## src/rtl/sysmon_pkg.sv

```systemverilog
// Shared state encoding and defaults for the sysmon frame sequencer.
// CSUM exists only when SYSMON_FRAME_CHECKSUM_EN is defined.
package sysmon_pkg;

  localparam logic [7:0] SYNC_BYTE_DEFAULT = 8'hA5;

`ifdef SYSMON_FRAME_CHECKSUM_EN
  typedef enum logic [2:0] {IDLE, SYNC, HDR, FETCH, DATA, CSUM, DONE} state_t;
`else
  typedef enum logic [2:0] {IDLE, SYNC, HDR, FETCH, DATA, DONE} state_t;
`endif

endpackage

```

## src/rtl/sysmon_byte_sender.sv

```systemverilog
// One UART byte per request: load pulse, one guard cycle, then wait for busy low.
// Watchdog counts busy-high cycles after the guard; o_timeout fires on reaching TIMEOUT_CYCLES.
module sysmon_byte_sender #(
  parameter int TIMEOUT_CYCLES = 1023
) (
  input  logic       clk,
  input  logic       reset,
  input  logic       i_send,
  input  logic [7:0] i_byte,
  input  logic       i_uart_tx_busy,
  output logic [7:0] o_uart_data,
  output logic       o_uart_wr,
  output logic       o_done,
  output logic       o_timeout
);
  localparam int WDW = $clog2(TIMEOUT_CYCLES + 1);
  localparam logic [WDW-1:0] WD_LIMIT = WDW'(TIMEOUT_CYCLES);
  localparam logic [WDW-1:0] WD_MAX   = '1;

  typedef enum logic [1:0] {PH_IDLE, PH_LOAD, PH_GUARD, PH_WAIT} phase_t;

  phase_t         r_phase, w_phase_nxt;
  logic [WDW-1:0] r_wdog;
  logic [7:0]     r_data;

  assign o_uart_wr   = (r_phase == PH_LOAD);
  assign o_uart_data = r_data;
  assign o_timeout   = (r_phase == PH_WAIT) && (r_wdog >= WD_LIMIT);
  assign o_done      = (r_phase == PH_WAIT) && !i_uart_tx_busy && !o_timeout;

  always_comb begin
    w_phase_nxt = r_phase;
    case (r_phase)
      PH_IDLE:  if (i_send && !i_uart_tx_busy) w_phase_nxt = PH_LOAD;
      PH_LOAD:  w_phase_nxt = PH_GUARD;
      PH_GUARD: w_phase_nxt = PH_WAIT;
      PH_WAIT:  if (o_done || o_timeout) w_phase_nxt = PH_IDLE;
      default:  w_phase_nxt = PH_IDLE;
    endcase
  end

  always_ff @(posedge clk or posedge reset) begin
    if (reset) begin
      r_phase <= PH_IDLE;
      r_wdog  <= '0;
      r_data  <= '0;
    end else begin
      r_phase <= w_phase_nxt;
      if (r_phase == PH_IDLE && w_phase_nxt == PH_LOAD) r_data <= i_byte;
      // The guard cycle is excluded: only WAIT cycles with busy high are counted.
      if (o_uart_wr)
        r_wdog <= '0;
      else if (r_phase == PH_WAIT && i_uart_tx_busy && r_wdog != WD_MAX)
        r_wdog <= r_wdog + 1'b1;
    end
  end

endmodule

```

## src/rtl/sysmon_frame_sequencer.sv

```systemverilog
// Sends SYNC, header, PAYLOAD_BYTES bytes from payload memory (plus XOR checksum with
// SYSMON_FRAME_CHECKSUM_EN) over a busy-gated UART; a write is taken only in IDLE.
module sysmon_frame_sequencer
  import sysmon_pkg::*;
#(
  parameter int         PAYLOAD_BYTES  = 4,
  parameter logic [7:0] SYNC_BYTE      = SYNC_BYTE_DEFAULT,
  parameter int         TIMEOUT_CYCLES = 1023
) (
  input  logic                                clk,
  input  logic                                reset,
  input  logic                                write,
  input  logic [6:0]                          tx_address,
  output logic                                rd_en,
  output logic [7+$clog2(PAYLOAD_BYTES)-1:0]  rd_addr,
  input  logic [7:0]                          rd_data,
  output logic [7:0]                          uart_data,
  output logic                                uart_wr,
  input  logic                                uart_tx_busy,
  output logic                                frame_busy,
  output logic                                write_done,
  output logic                                timeout_err
);
  localparam int AW   = $clog2(PAYLOAD_BYTES);
  localparam int IDXW = (AW < 1) ? 1 : AW;
  localparam logic [IDXW-1:0] LAST_IDX = IDXW'(PAYLOAD_BYTES - 1);

  state_t          r_state, w_state_nxt;
  logic [6:0]      r_addr;
  logic [IDXW-1:0] r_idx;
  logic [7:0]      r_byte;
  logic            r_rd_wait;
  logic            r_abort;
  logic            w_send, w_done, w_timeout;
  logic [7:0]      w_tx_byte;
`ifdef SYSMON_FRAME_CHECKSUM_EN
  logic [7:0]      r_csum;
`endif

  sysmon_byte_sender #(
    .TIMEOUT_CYCLES(TIMEOUT_CYCLES)
  ) u_sender (
    .clk            (clk),
    .reset          (reset),
    .i_send         (w_send),
    .i_byte         (w_tx_byte),
    .i_uart_tx_busy (uart_tx_busy),
    .o_uart_data    (uart_data),
    .o_uart_wr      (uart_wr),
    .o_done         (w_done),
    .o_timeout      (w_timeout)
  );

  always_comb begin
    w_state_nxt = r_state;
    w_send      = 1'b0;
    w_tx_byte   = 8'h00;
    case (r_state)
      IDLE:  if (write) w_state_nxt = SYNC;
      SYNC: begin
        w_send    = 1'b1;
        w_tx_byte = SYNC_BYTE;
        if (w_done) w_state_nxt = HDR;
      end
      HDR: begin
        w_send    = 1'b1;
        w_tx_byte = {1'b0, r_addr};
        if (w_done) w_state_nxt = FETCH;
      end
      FETCH: if (r_rd_wait) w_state_nxt = DATA;
      DATA: begin
        w_send    = 1'b1;
        w_tx_byte = r_byte;
        if (w_done) begin
          if (r_idx < LAST_IDX) w_state_nxt = FETCH;
`ifdef SYSMON_FRAME_CHECKSUM_EN
          else                  w_state_nxt = CSUM;
`else
          else                  w_state_nxt = DONE;
`endif
        end
      end
`ifdef SYSMON_FRAME_CHECKSUM_EN
      CSUM: begin
        w_send    = 1'b1;
        w_tx_byte = r_csum;
        if (w_done) w_state_nxt = DONE;
      end
`endif
      DONE:    w_state_nxt = IDLE;
      default: w_state_nxt = IDLE;
    endcase
    if (w_timeout) w_state_nxt = DONE;
  end

  always_ff @(posedge clk or posedge reset) begin
    if (reset) begin
      r_state   <= IDLE;
      r_addr    <= '0;
      r_idx     <= '0;
      r_byte    <= '0;
      r_rd_wait <= 1'b0;
      r_abort   <= 1'b0;
`ifdef SYSMON_FRAME_CHECKSUM_EN
      r_csum    <= '0;
`endif
    end else begin
      r_state <= w_state_nxt;
      case (r_state)
        IDLE: if (write) begin
          r_addr  <= tx_address;
          r_idx   <= '0;
          r_abort <= 1'b0;
`ifdef SYSMON_FRAME_CHECKSUM_EN
          r_csum  <= '0;
`endif
        end
`ifdef SYSMON_FRAME_CHECKSUM_EN
        HDR: if (w_done) r_csum <= r_csum ^ {1'b0, r_addr};
`endif
        FETCH: begin
          r_rd_wait <= !r_rd_wait;
          if (r_rd_wait) r_byte <= rd_data;
        end
        DATA: if (w_done) begin
`ifdef SYSMON_FRAME_CHECKSUM_EN
          r_csum <= r_csum ^ r_byte;
`endif
          if (r_idx < LAST_IDX) r_idx <= r_idx + 1'b1;
        end
        default: ;
      endcase
      if (w_timeout) r_abort <= 1'b1;
    end
  end

  assign frame_busy  = (r_state != IDLE);
  assign write_done  = (r_state == DONE);
  assign timeout_err = write_done && r_abort;
  assign rd_en       = (r_state == FETCH) && !r_rd_wait;

  generate
    if (AW == 0) begin : g_addr_only
      assign rd_addr = r_addr;
    end else begin : g_addr_idx
      assign rd_addr = {r_addr, r_idx[AW-1:0]};
    end
  endgenerate

endmodule

```

## config.mk

```make
export PLATFORM = sky130hd
export DESIGN_NAME = sysmon_frame_sequencer
export DESIGN_NICKNAME = d
export VERILOG_FILES = /design/src/rtl/sysmon_pkg.sv /design/src/rtl/sysmon_byte_sender.sv /design/src/rtl/sysmon_frame_sequencer.sv
export SDC_FILE = /design/constraint.sdc
export NUM_CORES = 1
export LEC_CHECK = 0
export ABC_AREA = 1
export BUFFER_PORTS_ARGS = -buffer_cell sky130_fd_sc_hd__buf_2
export CAP_MARGIN = 20
export CORE_MARGIN = 8
export CORE_UTILIZATION = 59
export DETAILED_ROUTE_END_ITERATION = 10
export PLACE_DENSITY = 0.8
export SLEW_MARGIN = 20
export SYNTH_ARGS = -nofsm -noshare
export SYNTH_HDL_FRONTEND = slang
export SYNTH_SLANG_ARGS = --single-unit
```

## constraint.sdc

```tcl
create_clock -name clk -period 2.2 [get_ports clk]
set_input_delay 0 -clock clk [delete_from_list [all_inputs] [get_ports clk]]
set_output_delay 0 -clock clk [all_outputs]
set_load 0.01 [all_outputs]
```

==> results.json, run 1 <==
{
  "antenna_found_initial": 0,
  "synth-edff-count": 0,
  "dp_hpwl_um": 3616,
  "grt_pass1_wl_um": 8928,
  "worst_pin_slew_ps": 529.7,
  "drtAntennaViolNets": 0,
  "setup.worst_path.end_class": "register",
  "dp.cells": 354,
  "worstPathRequired_ps": 2400,
  "slew_headroom": 0.6469,
  "antenna_cells": 0,
  "wl_per_cell_um": 13.31,
  "grt_remaining_overflow": 0,
  "synth.ff_latch_count": 42,
  "grt_max_degree": 43,
  "vdd_drop_max_v": 0.0007063,
  "worst_slack_ps": 458.0,
  "cp_cell_sequence": "ha_1, nand3_2, nor2_4, nand3_2, nand3_4, inv_1, nand2_1, nand2_1",
  "max_cap_violations": 0,
  "path_buf_inv": 1,
  "htreeDepth": 2,
  "yosys_warnings": 0,
  "dp_slack_ps": 480.8,
  "clock-sinks": 42,
  "syn_area_sq_mm": 0.002202,
  "drcViolationCount": 0,
  "syn_nets": 288,
  "netlist.top_cell.by_area": "dfrtp_1",
  "final_nets": 350,
  "place_congestion": 0.8155,
  "cp_top_family": "simple AND/OR/NAND/NOR gates",
  "ys_seq_area_frac": 0.4773,
  "synthArstFlopShare": 1.000,
  "synthCells": 267,
  "setup_tns_ps": 0,
  "r2r_slack_ps": 460,
  "ys_types": 32,
  "fin_skew_ps": 14.06,
  "dieArea_sq_mm": 0.005944,
  "grt_pass1_vias": 1945,
  "row_count": 22,
  "root_buffer": "clkbuf_8",
  "start_util": 0.6061,
  "ios": 41,
  "die_w_um": 77.10,
  "chipHeight_um": 77.10,
  "synth_area_leaders": "dfrtp_1, nand2_1, nand3_1",
  "portBuffers": 40,
  "synth_common_cells": "nand2_1, dfrtp_1, nand3_1",
  "p_leak_nw": 1.448,
  "setup_viol": 0,
  "cp_slowest_cell": "dfrtp_1",
  "slowest_delay_ps": 460,
  "core_sq_mm": 0.003633,
  "fmax_mhz": 574.1,
  "hold_violations": 0,
  "rsz0062_at_grt": "no",
  "vias_per_cell": 5.048,
  "post-cts-setup-buffers": 0,
  "critPathMaxFanout": 14,
  "yosysMostFrequentCell": "nand2_1",
  "syn2layout_area_growth_pct": 22.33,
  "grt.total_usage": 0.1839,
  "num_vias": 1908,
  "path_clk_slew_ps": 80,
  "drt-total-wl_um": 5031,
  "fin_cells": 378,
  "drive_gt1_frac": 0.2273,
  "clock_path_buffers": 2,
  "final_util": 0.7414,
  "cts_tree": "built",
  "status": "complete, no violations",
  "crit_type": "register to register",
  "synthFlopType": "dfrtp_1",
  "power.density_mw_per_mm2": 1139,
  "final.period_utilization": 0.7918,
  "drt-initial-drc-count": 105,
  "crit_path_start_kind": "register",
  "avgSynthCellArea_sq_um": 8.248,
  "hp-class": "primary input to register",
  "drt_first_pass_iters": 4,
  "numCtsBuffers": 5,
  "min_period_ps": 1742,
  "drv_slew": 0,
  "fillers": 275,
  "clock_latency_ps": 300,
  "netlist.area_leader.share": 0.4773,
  "cp.arrival_ps": 1940
}
==> through the flow <==
step | area (sq um) | power [mW] | hold slack [ps]
floorplan | 2202 | 2.191 | 131.7
finish | 2694 | 3.068 | 39.63
global route | 2694 | 3.327 | 52.06
detailed placement | 2447 | 2.567 | 160.9
CTS | 2694 | 3.082 | 27.96
global placement | 2447 | 2.527 | 156.1
==> power by group <==
part           switching, mW  total, mW  internal (mW)
Clock                  0.271      0.495          0.224
Sequential             0.237       1.29           1.05
Combinational          0.784       1.28          0.497
==> kinds of logic after synthesis <==
family / count (synthesis) / synth area share
mux: 8 / 0.04091
simple gates: 171 / 0.3568
fa+ha+maj: 2 / 0.01136
buf+inv: 26 / 0.05398
xor+xnor: 5 / 0.01989
flops: 42 / 0.4773
compound gates: 13 / 0.03977
==> state kept, by name (all words and copies together), names as in the netlist <==
signal and flops:
r_rd_wait 1, r_state 3, u_sender.r_wdog 10, r_abort 1
r_byte 8, r_addr 7, r_idx 2, u_sender.o_uart_data 8
u_sender.r_phase 2
==> worst paths after layout <==
check,startpoint,to,cells after the start
max,u_sender.r_wdog[0],u_sender.r_wdog[4],8
min,write,r_addr[0],3
max reg2reg,u_sender.r_wdog[0],u_sender.r_wdog[4],8
min reg2reg,r_abort,r_abort,2
max in group asynchronous,reset,r_idx[1],4
min in group asynchronous,reset,u_sender.r_wdog[4],4
==> metal layers <==
| layer | wire length [um] | global-route usage |
|---|---|---|
| met5 | 0 | 0 |
| met4 | 114 | 0.09057 |
| met3 | 295 | 0.05012 |
| met2 | 2412 | 0.3016 |
| met1 | 2208 | 0.2165 |
==> layout make-up <==
class                      instances  area [sq um]  share of cell area
sequential                        42          1051              0.3902
clock buffer                       6         72.57             0.02694
clock inverter                     2         13.76            0.005109
timing repair buffer              58         375.4              0.1393
tap                               48         60.06             0.02229
inverter                          23         88.84             0.03298
multi-input combinational        199          1032              0.3832
==> what timing repair did <==
action	CTS	global route
resized for setup	0	0
hold buffers	16	0
hold endpoints to repair	57	0
==> tightest hold or removal path, stage by stage <==
cell and delay [ps]:
buf_2 160, nand3_1 100, nand2_1 50
==> layout by cell type, fill, tap and decap left out, drive strengths merged <==
cell | netlist | routed
buf | 2 | 42
dlygate4sd3 | 0 | 16
nor3 | 1 | 1
o211ai | 1 | 1
inv | 22 | 22
mux2 | 8 | 8
o21ai | 6 | 6
ha | 2 | 2
clkbuf | 1 | 6
nand3 | 28 | 28
nor2 | 19 | 19
and2 | 1 | 1
o21bai | 3 | 3
a21oi | 2 | 2
nand2 | 115 | 115
nand3b | 2 | 2
dfrtp | 42 | 42
clkinv | 1 | 3
a31oi | 1 | 1
xor2 | 5 | 5
nand4 | 5 | 5
(Power assumes the default switching activity.)
==> inputs of run 2 (changes only) <==
Settings changed: CORE_UTILIZATION 59 to 55, PLACE_DENSITY 0.8 to 0.75.
Clock period 2.2 ns to 1.8 ns, I/O delays scaled along.
==> run 2 against run 1 <==
Count of clock-buffer cells in the layout stayed put. Setup slack worse by 250 ps. Register-to-register slack worse by 250 ps. Combinational power is 33% higher. Global-route usage is 1.5 points lower. Total power is 27% higher. Largest power group is now combinational logic. Sequential power is 22% higher. Critical path depth stayed put. First-iteration DRC count is 1.9% higher. Largest cell class unchanged. Utilization is 3.7 points lower. Maximum frequency is 9.7% higher. Wire length is 0.36% lower.
==> results.json, run 2 (synthesis gave the netlist of run 1 again) <==
{
  "top_register": "u_sender.r_wdog",
  "dp_hpwl_um": 3503,
  "final_nets": 356,
  "clock-sinks": 42,
  "critPathMaxFanout": 11,
  "chipHeight_um": 79.28,
  "fin_area_sq_mm": 0.002758,
  "crit_type": "register to register",
  "grt_max_degree": 43,
  "setup.worst_path.end_class": "register",
  "root_buffer": "clkbuf_8",
  "antenna_found_initial": 0,
  "cp_top_family": "simple AND/OR/NAND/NOR gates",
  "final_common_cell": "nand2_1",
  "antenna_cells": 0,
  "grt_remaining_overflow": 0,
  "drt-initial-drc-count": 107,
  "grt_pass1_wl_um": 8604,
  "clock_latency_ps": 290,
  "power.density_mw_per_mm2": 1411,
  "hold_violations": 0,
  "vdd_drop_max_v": 0.0008809,
  "path_clk_slew_ps": 80,
  "numCtsBuffers": 5,
  "start_util": 0.5627,
  "path_buf_inv": 1,
  "clock_path_buffers": 2,
  "slowest_delay_ps": 400,
  "fmax_mhz": 629.6,
  "hp-class": "primary input to register",
  "rsz0062_at_grt": "no",
  "setup_tns_ps": 0,
  "p_leak_nw": 1.479,
  "die_w_um": 79.28,
  "worst_pin_slew_ps": 528.4,
  "grt_pass1_vias": 1911,
  "drtAntennaViolNets": 0,
  "drt_first_pass_iters": 4,
  "crit_path_start_kind": "register",
  "portBuffers": 40,
  "dieArea_sq_mm": 0.006285,
  "status": "complete, no violations",
  "final.period_utilization": 0.8824,
  "setup_viol": 0,
  "drcViolationCount": 0,
  "cp_cell_sequence": "ha_1, nand3_2, nor2_4, nand3_4, nand3_4, buf_4, nand2_1, nand2_1",
  "wl_per_cell_um": 12.99,
  "htreeDepth": 2,
  "core_sq_mm": 0.003914,
  "dp.cells": 357,
  "cts_tree": "built",
  "fin_skew_ps": 7.200,
  "place_congestion": 0.8536,
  "grt.total_usage": 0.1692,
  "drv_slew": 0,
  "max_cap_violations": 0,
  "row_count": 23,
  "power_mw": 3.891,
  "drt-total-wl_um": 5013,
  "fin_cells": 386,
  "final_cell_mix": "nand2_1, dfrtp_1, buf_2, nand3_1",
  "num_vias": 1910,
  "cp.arrival_ps": 1820,
  "largest_reg_flops": 10,
  "vias_per_cell": 4.948,
  "worstPathRequired_ps": 2030,
  "min_period_ps": 1588,
  "ios": 41,
  "syn2layout_area_growth_pct": 25.23,
  "slew_headroom": 0.6477,
  "cp_slowest_cell": "dfrtp_1",
  "post_dp_cell_area_sq_mm": 0.002457,
  "drive_gt1_frac": 0.2440
}
## run 2: cell count changes in the layout (fill, tap and decap cells not counted)
cell / change
nand3_2: -1
buf_4: +6
clkbuf_8: +1
clkbuf_1: -1
nand3_4: +1
clkinv_4: -1
clkinvlp_4: +1
## run 2: path summary, 6_finish.rpt
kind / from / end / slack (ps) / cells past startpoint
max: u_sender.r_wdog[1] / u_sender.r_wdog[4] / 210 / 8
min: write / r_addr[2] / 60 / 3
max reg2reg: u_sender.r_wdog[1] / u_sender.r_wdog[4] / 210 / 8
min reg2reg: r_abort / r_abort / 470 / 2
max in group asynchronous: reset / r_abort / 1050 / 4
min in group asynchronous: reset / u_sender.o_uart_data[1] / 380 / 4
## run 2: where the power goes
part	internal (mW)	switching, mW	total (mW)
Combinational	0.693	1.00	1.70
Sequential	1.29	0.279	1.57
Clock	0.308	0.319	0.628
## run 2: routing by layer
metal	part of all wire	global-route usage
met2	0.51	0.2942
met4	0.0062	0.04444
met1	0.43	0.1944
met5	0	0
met3	0.047	0.05530
## run 2: stage by stage
step | utilization | setup WS, ps | hold WS, ps
after floorplan | - | 361.5 | 131.7
after global placement | 0.6279 | 225.4 | 158.4
after detailed placement | 0.6279 | 159.3 | 158.7
after CTS | 0.6931 | 141.3 | 41.55
after global routing | 0.7046 | 68.73 | 63.81
final | 0.7046 | 211.7 | 56.07
## run 2: repair_timing
action | in CTS | in global routing
setup buffers | 0 | 5
setup endpoints to repair | 0 | 2
endpoints found under the hold margin | 57 | 0
gates resized for setup | 0 | 1
hold buffers | 16 | 0
## run 2: final cells by class
type | instances | area (sq um)
clock inverter | 2 | 12.51
multi-input combinational | 199 | 1040
clock buffer | 6 | 82.58
fill | 339 | 1156
sequential | 42 | 1051
timing repair buffer | 64 | 420.4
tap | 50 | 62.56
inverter | 23 | 88.84
## run 2: tightest hold or removal path, cell delays in order
cell,delay [ps]
buf_2,160
nand3_1,100
nand2_1,50
==> inputs of run 3 (changes only) <==
Settings changed: CORE_MARGIN 8 to 2.
==> run 3 against run 2 <==
Count of clock-buffer cells in the layout unchanged. Register-to-register slack better by 40 ps. Global-route usage increased by 7.3 points. Clock skew grew 0.65 ps. Flip-flop and latch count did not move. Largest power group unchanged. Clock power increased by 20%. Non-clock buffer count decreased by 4. Final area fell by 0.82%.
==> results.json, run 3 (synthesis gave the netlist of run 1 again) <==
{
  "status": "complete, no violations",
  "grt_max_degree": 43,
  "final_common_cell": "nand2_1",
  "rsz0062_at_grt": "no",
  "min_period_ps": 1547,
  "final_nets": 352,
  "portBuffers": 40,
  "hold_start": "write",
  "drcViolationCount": 0,
  "hold_violations": 0,
  "critPathMaxFanout": 8,
  "drtAntennaViolNets": 0,
  "max_cap_violations": 0,
  "antenna_found_initial": 0,
  "drv_slew": 0,
  "dp_hpwl_um": 3376,
  "wl_per_cell_um": 12.82,
  "clock_path_buffers": 2,
  "ios": 41,
  "drive_gt1_frac": 0.2326,
  "power.density_mw_per_mm2": 1429,
  "final_cell_mix": "nand2_1, dfrtp_1, buf_2, nand3_1",
  "num_vias": 1908,
  "r2r_start": "u_sender.r_wdog[1]",
  "dp.cells": 356,
  "r2r_slack_ps": 250,
  "cp.arrival_ps": 1730,
  "fin_skew_ps": 7.852,
  "post-cts-setup-buffers": 0,
  "cp_slowest_cell": "dfrtp_1",
  "path_clk_slew_ps": 80,
  "setup_viol": 0,
  "worstPathRequired_ps": 1990,
  "drt-total-wl_um": 4860,
  "largest_reg_flops": 10,
  "row_count": 22,
  "fmax_mhz": 646.3,
  "final.period_utilization": 0.8596,
  "htreeDepth": 2,
  "grt.total_usage": 0.2420,
  "regToRegEndpoint": "r_state[0]",
  "crit_path_start_kind": "register",
  "grt_remaining_overflow": 0,
  "cp_cell_sequence": "ha_1, nand3_2, nor2_4, nand3_2, buf_4, nand3b_1, nand2_1, clkinv_1, nand2_1",
  "hold-path-cell-count": 3,
  "slew_headroom": 0.6511,
  "fin_cells": 379,
  "p_leak_nw": 1.469,
  "drt_first_pass_iters": 4,
  "dieArea_sq_mm": 0.004526,
  "rr_worst_depth": 9,
  "place_congestion": 0.8070,
  "clock_latency_ps": 290,
  "grt_pass1_wl_um": 8238,
  "clock-sinks": 42,
  "vias_per_cell": 5.034,
  "crit_type": "register to register",
  "antenna_cells": 0,
  "root_buffer": "clkbuf_8",
  "top_register": "u_sender.r_wdog",
  "dp_slack_ps": 258.9,
  "grt_pass1_vias": 1834,
  "vdd_drop_max_v": 0.0009038,
  "setup_tns_ps": 0,
  "timing.hold.ws_ps": 43.87,
  "core_sq_mm": 0.003744,
  "slowest_delay_ps": 400,
  "worst_pin_slew_ps": 523.4,
  "drt-initial-drc-count": 148,
  "hp-class": "primary input to register",
  "chipHeight_um": 67.28,
  "worst_slack_ps": 252.8,
  "holdPathEnd": "r_addr[2]",
  "syn2layout_area_growth_pct": 24.20,
  "die_w_um": 67.28,
  "fillers": 298,
  "post_cts_resized": 0,
  "cts_tree": "built",
  "setup.worst_path.end_class": "register",
  "numCtsBuffers": 5,
  "start_util": 0.5882
}
run 3: critical path, delay by kind of cell (launching register included):
family | cells | cell delay, ps
adders and majority gates | 1 | 210
buffers and inverters | 2 | 240
DFF | 1 | 400
and+or+nand+nor | 6 | 580
run 3: worst max path at each step:
stage / slack [ps] / from / cells after the start / endpoint
4_1_cts: 250 / u_sender.r_wdog[1] / 9 / r_state[0]
2_1_floorplan: 360 / u_sender.r_wdog[0] / 9 / r_state[0]
5_1_grt: 110 / u_sender.r_wdog[1] / 8 / u_sender.r_wdog[4]
6_report: 250 / u_sender.r_wdog[1] / 9 / r_state[0]
3_5_place_dp: 260 / u_sender.r_wdog[1] / 9 / r_state[0]
3_3_place_gp: 320 / u_sender.r_wdog[1] / 9 / r_state[0]
run 3: stage by stage:
step | instance area (sq um) | util | power, mW
detailed placement | 2462 | 0.6578 | 3.150
global route | 2735 | 0.7306 | 4.247
global placement | 2462 | 0.6578 | 3.103
CTS | 2735 | 0.7306 | 3.925
floorplan | 2202 | - | 2.678
finish | 2735 | 0.7306 | 3.909
run 3: where the power goes:
group,switching [mW],internal [mW]
Sequential,0.278,1.29
Clock,0.313,0.444
Combinational,0.966,0.619
Total,1.56,2.35
run 3: repair_timing:
action,4_1_cts,5_1_grt
endpoints found under the setup margin,0,0
hold buffers,16,0
hold endpoints to repair,57,0
run 3: area by class of cell:
cell class              count  area [sq um]  area share
well taps                  48         60.06     0.02196
multi-input cells         199          1032      0.3774
clock inverters             1         30.03     0.01098
flip-flops and latches     42          1051      0.3843
inverters                  23         88.84     0.03248
repair buffers             60         390.4      0.1427
clock buffers               6         82.58     0.03019
run 3: metal layers:
| layer | GRT usage | share of wire | up-vias |
|---|---|---|---|
| met1 | 0.3290 | 0.47 | 867 |
| li1 | - | - | 979 |
| met3 | 0.04667 | 0.041 | 11 |
| met4 | 0.08929 | 0.022 | 0 |
| met5 | 0 | 0 | - |
| met2 | 0.3861 | 0.47 | 51 |
